### src/rtl/mag_min2_tracker_seq_if.sv
// Handshake bundle for the least-reliable-position tracker: symbol input side,
// frame abort, result output side and busy status.
interface mag_min2_tracker_seq_if #(
   parameter int MAG_WIDTH = 3,
   parameter int IDX_WIDTH = 8
);
   logic                 in_clear;
   logic                 in_valid;
   logic                 in_ready;
   logic [MAG_WIDTH-1:0] in_mag;
   logic                 out_valid;
   logic                 out_ready;
   logic [MAG_WIDTH-1:0] out_min1_mag;
   logic [IDX_WIDTH-1:0] out_min1_idx;
   logic [MAG_WIDTH-1:0] out_min2_mag;
   logic [IDX_WIDTH-1:0] out_min2_idx;
   logic                 busy;

   modport slave (
      input  in_clear, in_valid, in_mag, out_ready,
      output in_ready, out_valid, out_min1_mag, out_min1_idx,
             out_min2_mag, out_min2_idx, busy
   );

   modport master (
      output in_clear, in_valid, in_mag, out_ready,
      input  in_ready, out_valid, out_min1_mag, out_min1_idx,
             out_min2_mag, out_min2_idx, busy
   );
endinterface

### src/rtl/mag_min2_tracker_seq.sv
// Sequential finder of the two least reliable symbols of one codeword; the
// result is held on a valid/ready port until the consumer takes it.
module mag_min2_tracker_seq #(
   parameter int CODE_LEN  = 255,
   parameter int IDX_WIDTH = 8,
   parameter int MAG_WIDTH = 3
) (
   input  logic                 clk,
   input  logic                 rstn,
   mag_min2_tracker_seq_if.slave bus
);
   typedef enum logic [1:0] {
      ST_IDLE    = 2'd0,
      ST_COLLECT = 2'd1,
      ST_HOLD    = 2'd2
   } state_t;

   // Slots carry one extra MSB so an empty slot (all ones) sorts above any magnitude.
   localparam int                   SW         = MAG_WIDTH + 1;
   localparam logic [SW-1:0]        SLOT_EMPTY = '1;
   localparam logic [IDX_WIDTH-1:0] IDX_EMPTY  = '1;
   localparam logic [IDX_WIDTH-1:0] IDX_LAST   = IDX_WIDTH'(CODE_LEN - 1);
   localparam logic [IDX_WIDTH-1:0] IDX_ONE    = IDX_WIDTH'(1);

   state_t               state_q, state_d;
   logic [IDX_WIDTH-1:0] cnt_q, cnt_d;
   logic [SW-1:0]        min1_mag_q, min1_mag_d;
   logic [SW-1:0]        min2_mag_q, min2_mag_d;
   logic [IDX_WIDTH-1:0] min1_idx_q, min1_idx_d;
   logic [IDX_WIDTH-1:0] min2_idx_q, min2_idx_d;
   logic                 in_ready_s;
   logic                 accept_s;
   logic [SW-1:0]        new_mag_s;

   assign in_ready_s = (state_q != ST_HOLD);
   assign accept_s   = bus.in_valid & in_ready_s & ~bus.in_clear;
   assign new_mag_s  = {1'b0, bus.in_mag};

   // Next-state and slot update: clear wins, then accept or result handshake.
   always_comb begin
      state_d    = state_q;
      cnt_d      = cnt_q;
      min1_mag_d = min1_mag_q;
      min1_idx_d = min1_idx_q;
      min2_mag_d = min2_mag_q;
      min2_idx_d = min2_idx_q;
      if (bus.in_clear) begin
         state_d    = ST_IDLE;
         cnt_d      = '0;
         min1_mag_d = SLOT_EMPTY;
         min1_idx_d = IDX_EMPTY;
         min2_mag_d = SLOT_EMPTY;
         min2_idx_d = IDX_EMPTY;
      end else begin
         case (state_q)
            ST_IDLE, ST_COLLECT: begin
               if (accept_s) begin
                  if (new_mag_s < min1_mag_q) begin
                     min2_mag_d = min1_mag_q;
                     min2_idx_d = min1_idx_q;
                     min1_mag_d = new_mag_s;
                     min1_idx_d = cnt_q;
                  end else if (new_mag_s < min2_mag_q) begin
                     min2_mag_d = new_mag_s;
                     min2_idx_d = cnt_q;
                  end else begin
                     min2_mag_d = min2_mag_q;
                  end
                  cnt_d = cnt_q + IDX_ONE;
                  if (cnt_q == IDX_LAST) begin
                     state_d = ST_HOLD;
                  end else begin
                     state_d = ST_COLLECT;
                  end
               end else begin
                  state_d = state_q;
               end
            end
            ST_HOLD: begin
               if (bus.out_ready) begin
                  state_d    = ST_IDLE;
                  cnt_d      = '0;
                  min1_mag_d = SLOT_EMPTY;
                  min1_idx_d = IDX_EMPTY;
                  min2_mag_d = SLOT_EMPTY;
                  min2_idx_d = IDX_EMPTY;
               end else begin
                  state_d = ST_HOLD;
               end
            end
            default: begin
               state_d    = ST_IDLE;
               cnt_d      = '0;
               min1_mag_d = SLOT_EMPTY;
               min1_idx_d = IDX_EMPTY;
               min2_mag_d = SLOT_EMPTY;
               min2_idx_d = IDX_EMPTY;
            end
         endcase
      end
   end

   // State, counter and slot registers.
   always_ff @(posedge clk or negedge rstn) begin
      if (!rstn) begin
         state_q    <= ST_IDLE;
         cnt_q      <= '0;
         min1_mag_q <= SLOT_EMPTY;
         min1_idx_q <= IDX_EMPTY;
         min2_mag_q <= SLOT_EMPTY;
         min2_idx_q <= IDX_EMPTY;
      end else begin
         state_q    <= state_d;
         cnt_q      <= cnt_d;
         min1_mag_q <= min1_mag_d;
         min1_idx_q <= min1_idx_d;
         min2_mag_q <= min2_mag_d;
         min2_idx_q <= min2_idx_d;
      end
   end

   assign bus.in_ready     = in_ready_s;
   assign bus.out_valid    = (state_q == ST_HOLD);
   assign bus.busy         = (state_q != ST_IDLE);
   assign bus.out_min1_mag = min1_mag_q[MAG_WIDTH-1:0];
   assign bus.out_min1_idx = min1_idx_q;
   assign bus.out_min2_mag = min2_mag_q[MAG_WIDTH-1:0];
   assign bus.out_min2_idx = min2_idx_q;
endmodule

### src/flat_wrapper.sv
// flat-port wrapper written by rule: the top's interface ports become plain ports
module mag_min2_tracker_seq_flat 
#(
   parameter int CODE_LEN  = 255,
   parameter int IDX_WIDTH = 8,
   parameter int MAG_WIDTH = 3
)
  (clk, rstn, bus_in_clear, bus_in_valid, bus_in_mag, bus_out_ready, bus_in_ready, bus_out_valid, bus_out_min1_mag, bus_out_min1_idx, bus_out_min2_mag, bus_out_min2_idx, bus_busy);
  mag_min2_tracker_seq_if #(.MAG_WIDTH(MAG_WIDTH), .IDX_WIDTH(IDX_WIDTH)) bus_i ();
  input  logic clk;
  input  logic rstn;
  input wire logic [$bits(bus_i.in_clear)-1:0] bus_in_clear;
  input wire logic [$bits(bus_i.in_valid)-1:0] bus_in_valid;
  input wire logic [$bits(bus_i.in_mag)-1:0] bus_in_mag;
  input wire logic [$bits(bus_i.out_ready)-1:0] bus_out_ready;
  output wire logic [$bits(bus_i.in_ready)-1:0] bus_in_ready;
  output wire logic [$bits(bus_i.out_valid)-1:0] bus_out_valid;
  output wire logic [$bits(bus_i.out_min1_mag)-1:0] bus_out_min1_mag;
  output wire logic [$bits(bus_i.out_min1_idx)-1:0] bus_out_min1_idx;
  output wire logic [$bits(bus_i.out_min2_mag)-1:0] bus_out_min2_mag;
  output wire logic [$bits(bus_i.out_min2_idx)-1:0] bus_out_min2_idx;
  output wire logic [$bits(bus_i.busy)-1:0] bus_busy;
  assign bus_i.in_clear = bus_in_clear;
  assign bus_i.in_valid = bus_in_valid;
  assign bus_i.in_mag = bus_in_mag;
  assign bus_i.out_ready = bus_out_ready;
  assign bus_in_ready = bus_i.in_ready;
  assign bus_out_valid = bus_i.out_valid;
  assign bus_out_min1_mag = bus_i.out_min1_mag;
  assign bus_out_min1_idx = bus_i.out_min1_idx;
  assign bus_out_min2_mag = bus_i.out_min2_mag;
  assign bus_out_min2_idx = bus_i.out_min2_idx;
  assign bus_busy = bus_i.busy;
  mag_min2_tracker_seq #(.CODE_LEN(CODE_LEN), .IDX_WIDTH(IDX_WIDTH), .MAG_WIDTH(MAG_WIDTH)) u_core (.clk(clk), .rstn(rstn), .bus(bus_i));
endmodule
### config.mk
export PLATFORM = sky130hd
export DESIGN_NAME = mag_min2_tracker_seq_flat
export DESIGN_NICKNAME = d
export VERILOG_FILES = /design/src/rtl/mag_min2_tracker_seq_if.sv /design/src/rtl/mag_min2_tracker_seq.sv /design/src/flat_wrapper.sv
export SDC_FILE = /design/constraint.sdc
export NUM_CORES = 1
export LEC_CHECK = 0
export ABC_AREA = 0
export BUFFER_PORTS_ARGS = -buffer_cell sky130_fd_sc_hd__buf_2
export CORE_MARGIN = 4
export CORE_UTILIZATION = 40
export CTS_BUF_LIST = sky130_fd_sc_hd__clkbuf_8
export DETAILED_ROUTE_END_ITERATION = 8
export SLEW_MARGIN = 20
export SYNTH_ARGS = -nofsm -noshare
export SYNTH_HDL_FRONTEND = slang
export SYNTH_SLANG_ARGS = --single-unit
### constraint.sdc
create_clock -name clk -period 2.5 [get_ports clk]
set_input_delay 0.375 -clock clk [delete_from_list [all_inputs] [get_ports clk]]
set_output_delay 0.375 -clock clk [all_outputs]
set_load 0.005 [all_outputs]
* Word-level counts from Yosys, hierarchy flattened
Cells that the tools add are included.
** Cells by class
- Add/sub/neg operators :: 1
- Multipliers :: 0
- Divide/modulo/power cells :: 0
- $lt $le $gt $ge :: 2
- Equality and inequality tests :: 8
- Shifts and indexed selects :: 0
- Multiplexer cells :: 29
- Bitwise logic cells :: 3
- Reductions and logical operators :: 6
** Operator list (number)
- 8-bit two-way mux :: 11
- 8-bit case mux with 2 select lines :: 3
- 4-bit two-way mux :: 8
- 4-bit case mux with 2 select lines :: 2
- 8-bit by 1-bit adder with 8-bit output (second input constant) :: 1
- 8-bit equality test (second input constant) :: 1
- 3-bit by 4-bit less-than comparator with 1-bit output :: 2
- 2-bit two-way mux :: 4
- 3-bit by 2-bit != test with 1-bit output (second input constant) :: 2
- 3-bit AND reduction :: 2
- 4-bit by 2-bit != test with 1-bit output (second input constant) :: 1
- 2-bit case mux with 2 select lines :: 1
- 3-bit != test (second input constant) :: 1
- 1-bit bitwise AND :: 2
- 2-bit by 1-bit equality test with 1-bit output (second input constant) :: 1
- 2-bit equality test (second input constant) :: 1
- 2-bit zero test :: 1
- 2-bit != test (second input constant) :: 1
- 2-bit AND reduction :: 1
- 2-bit nonzero test :: 1
- 2-bit OR reduction :: 1
- 1-bit inverter :: 1
** Storage, ports and cells
- Register bits after elaboration :: 34
- Bits in latches :: 0
- RAM bits :: 0
- Bits in read-only memories :: 0
- Input bits :: 8
- Output and inout port bits :: 25
- Word-level logic and storage cells :: 55
- Memories kept :: 0

* Logic depth before layout (Yosys ltp)
- Depth in word-level cells :: 6
- Depth in mapped cells :: 7
- Gate-level depth less buffers :: 6

* Worst setup path after synthesis
OpenSTA, ideal clock, no wires.
- Path type :: flip-flop to flip-flop
- Start :: register u_core.min1_mag_q[1]
- End :: register u_core.min2_idx_q[1] (netlist: u_core.bus.out_min2_idx[1])
- Library setup time :: 0.082 ns
- Arrival :: 2.146 ns
- Required time :: 2.418 ns
- Setup slack :: 0.272 ns
- Cell stages (with the launch flop) :: 8
- Path buffers :: 1
- Period minus slack after synthesis :: 2.228 ns
- Cell sequence :: dfstp_2 -> inv_1 -> ha_1 -> a211oi_1 -> or3_1 -> o41a_1 -> buf_6 -> mux2_4
** Between the ends
- Cells in the longest elaborated chain, start to end :: 5
- Elaborated cells between the ends (all ways) :: 7
- Those cells by class :: 1 x order compare; 1 x eq/ne; 4 x mux; 1 x reduce/logical
** RTL lines
- start, declared :: RTL line mag_min2_tracker_seq.sv:27 : logic [SW-1:0] min1_mag_q, min1_mag_d;
- start signal, assigned :: RTL line mag_min2_tracker_seq.sv:115 : min1_mag_q <= min1_mag_d;
- 3-bit by 4-bit less-than comparator with 1-bit output (*) :: RTL line mag_min2_tracker_seq.sv:58 : if (new_mag_s < min1_mag_q) begin
- 8-bit two-way mux :: RTL line mag_min2_tracker_seq.sv:58
- 8-bit two-way mux :: RTL line mag_min2_tracker_seq.sv:57 : if (accept_s) begin
- 8-bit case mux with 2 select lines :: RTL line mag_min2_tracker_seq.sv:55 : case (state_q)
- 8-bit two-way mux :: RTL line mag_min2_tracker_seq.sv:47 : if (bus.in_clear) begin
- end signal, assigned :: RTL line mag_min2_tracker_seq.sv:118 : min2_idx_q <= min2_idx_d;
- end, declared :: RTL line mag_min2_tracker_seq.sv:30 : logic [IDX_WIDTH-1:0] min2_idx_q, min2_idx_d;
Mark *: on every way between the ends. The rest lies on a longest branch, timed or not. The select of a mux whose other input is x is not followed.
A chain may end at the register's enable or synchronous reset.

* Worst setup path after layout
- Start :: register u_core.min1_mag_q[1]
- End :: register u_core.min2_idx_q[3] (netlist: u_core.bus.out_min2_idx[3])
Same word-level chain as after synthesis.

==> impl_metrics.csv <==
group,metric,value,unit
setup_path,crit_path_max_incr_delay,0.55,ns
floorplanning,rows,24,
synth,yosys.cell_types.count,29,
synth,yosys_most_used_dff,"dfstp_2",
clocking,cts_root_buffer,"clkbuf_8",
global_route,grt_overflow,0,
placement,place_hpwl,2.59,mm
global_route,grt_antenna_before_repair,0,
setup_path,cpMaxStageDelayCell,"dfstp_2",
floorplanning,start_util,0.416,
placement,place_congestion,0.734,
timing,fin_tns_setup,0,ns
timing,whs,0.160,ns
synth,yosysMostFrequentCell,"nor2_1",
synth,yosys.area.top_type_share,0.346,
clocking,tritoncts,"built",
synth,synth_top_area_cell,"dfstp_2",
global_route,grt_max_degree,35,
synth,synth.area.top_cells,"dfstp_2, dfrtp_1, mux2i_1",
route,drc_errors,0,
synth,synth_cells,180,
setup_path,required,2.72,ns
power_and_ir_drop,power,1.49,mW
power_and_ir_drop,p_leak,1.05,nW
synth,synth.avg_cell_area,10.1,um^2
clocking,numCtsBuffers,5,
power_and_ir_drop,power_density,700,mW/mm^2
synth,synth_edf_count,0,
timing,slew_headroom,0.498,
timing,finalCriticalPeriod,2.33,ns
timing,tightest_slew,0.753,ns
hold_path,hp-class,"input pin to async pin",
floorplanning,core,0.00438,mm^2
clocking,postCtsHoldBufs,0,
final_layout,drive_gt1_frac,0.398,
run_status,status,"finished clean",
floorplanning,ios,33,
floorplanning,die_h,75.5,um
final_layout,num_antenna_cells,0,
synth,synth_seq_area_share,0.483,
route,drtPass1Iterations,4,
timing,fin_skew,0.00243,ns
final_layout,area_growth,16.6,%
synth,async_flop_share,1.00,
setup_path,startpoint_type,"register",
synth,ys_warn_count,0,
route,wl,3.65,mm
floorplanning,die_w,75.5,um
timing,timing.fmax,430,MHz
global_route,grt_pass1_wl,6.21,mm
clocking,clk_pin_slew,0.07,ns
setup_path,crit_fanout,10,
setup_path,arrival,2.54,ns
clocking,htreeDepth,2,
clocking,clk_latency,0.29,ns
synth,synthTopCellsByCount,"nor2_1, dfstp_2, nand2_1",
route,wl_per_cell,13.9,um
setup_path,critPathCaptureType,"register",
placement,io_buffers,32,
clocking,cts_setup_buffers,0,
clocking,cts_buffer_depth,2,
timing,slew_viol_final,0,
synth,synth_fp_nets,194,
timing,setup_viol,0,
global_route,gr-usage-all-layers,0.147,
synth,ys_seq_elements,34,
run,cap_violations,0,
timing,finalCritPeriodShare,0.930,
timing,final_hold_viol_count,0,
route,num_vias,1299,
floorplanning,die_area,0.00570,mm^2
power_and_ir_drop,vdd_drop_max,0.371,mV
final_layout,fillCellCount,407,
setup_path,worstSetupPathType,"register to register",
route,viasPerCell,4.94,
route,drtIter0Drc,44,
final_layout,fin_nets,224,
global_route,first_global_vias,1288,
clocking,cts_resized,0,
timing,rsz0062_at_grt,"no",
synth,syn_area,0.00182,mm^2
route,drtAntennaViolNets,0,
clocking,cts_sinks,34,
setup_path,path_cells,"inv_1 -> ha_1 -> a211oi_1 -> or3_1 -> o41a_1 -> buf_12 -> mux2_4",
==> layout by cell type, fill, tap and decap left out, drive strengths merged, types with 2 or more instances in the layout <==
cell	count
clkinv	2
xor2	4
o21ai	14
or3	2
a21oi	3
inv	7
nor2	32
a21o	3
dfrtp	10
ha	6
mux2	11
or2	3
nand2b	5
mux2i	12
dfstp	24
nand4	2
nand3	3
buf	36
nor3	3
clkbuf	5
xnor2	2
nand2	16
==> power by group <==
part           switching (mW)  total, mW  internal (mW)  leakage, nW
sequential             0.0466      0.704          0.657        0.389
clock                   0.204      0.497          0.293       0.0579
combinational           0.142      0.288          0.146        0.607
total                   0.392       1.49           1.10         1.05
==> worst max-delay path, delay by kind of cell (launching register included) <==
kind	cells	cell delay [ns]
flip-flops	1	0.55
AO/OA/AOI/OAI	2	0.53
AND/OR/NAND/NOR	1	0.37
multiplexers	1	0.29
adder cells (fa/ha/maj)	1	0.26
buffers and inverters	2	0.22
==> worst paths after layout <==
kind / startpoint / end / slack [ns] / depth (start not counted)
worst max-delay path: u_core.min1_mag_q[1] / u_core.bus.out_min2_idx[3] / 0.17 / 7
min in group clk: bus_in_clear / u_core.state_q[1] / 0.28 / 2
worst min register to register: u_core.min2_mag_q[3] / u_core.min2_mag_q[3] / 0.48 / 2
worst max register to register: u_core.min1_mag_q[1] / u_core.bus.out_min2_idx[3] / 0.17 / 7
max in group asynchronous: rstn / u_core.cnt_q[2] / 1.87 / 1
worst min-delay path: rstn / u_core.state_q[1] / 0.16 / 1
==> cell families (layout without fill, tap and decap cells) <==
kind of cell / after synthesis / after routing / synth area share
adder cells (fa/ha/maj): 6 / 6 / 0.0412
buffers and inverters: 20 / 51 / 0.0590
flip-flops: 34 / 34 / 0.483
XOR/XNOR: 6 / 6 / 0.0288
AND/OR/NAND/NOR: 68 / 68 / 0.166
AO/OA/AOI/OAI: 23 / 23 / 0.0741
multiplexers: 23 / 23 / 0.148
==> per-layer routing <==
metal	up-vias	track usage	wire, um
li1	658	-	-
met1	612	0.189	1730
met2	23	0.228	1690
met3	6	0.0435	171
met4	0	0.0641	64
met5	-	0	0
==> per-stage QoR <==
| stage | worst slack (ns) | cell area [um^2] | std cells | utilization |
|---|---|---|---|---|
| 4_1_cts | 0.171 | 2130 | 263 | 0.485 |
| 3_5_place_dp | 0.183 | 2020 | 255 | 0.460 |
| 5_1_grt | 0.0943 | 2130 | 263 | 0.485 |
| 2_1_floorplan | 0.272 | 1820 | 180 | - |
| 3_3_place_gp | 0.214 | 2020 | 255 | 0.460 |
| 6_report | 0.175 | 2130 | 263 | 0.485 |
==> registers in the layout (all words and copies together), names as in the netlist <==
name / cells
u_core.min2_mag_q: 4
u_core.cnt_q: 8
u_core.min1_mag_q: 4
u_core.bus.out_min1_idx: 8
u_core.bus.out_min2_idx: 8
u_core.state_q: 2
==> area by class of cell <==
cell class | instances | area, um^2 | area share
clock buffers | 5 | 68.8 | 0.0324
clock inverters | 3 | 40.0 | 0.0188
inverters | 7 | 26.3 | 0.0124
multi-input cells | 126 | 843 | 0.396
flip-flops and latches | 34 | 881 | 0.414
well taps | 52 | 65.1 | 0.0306
repair buffers | 36 | 203 | 0.0953
Power figures use the tool's default switching activity.
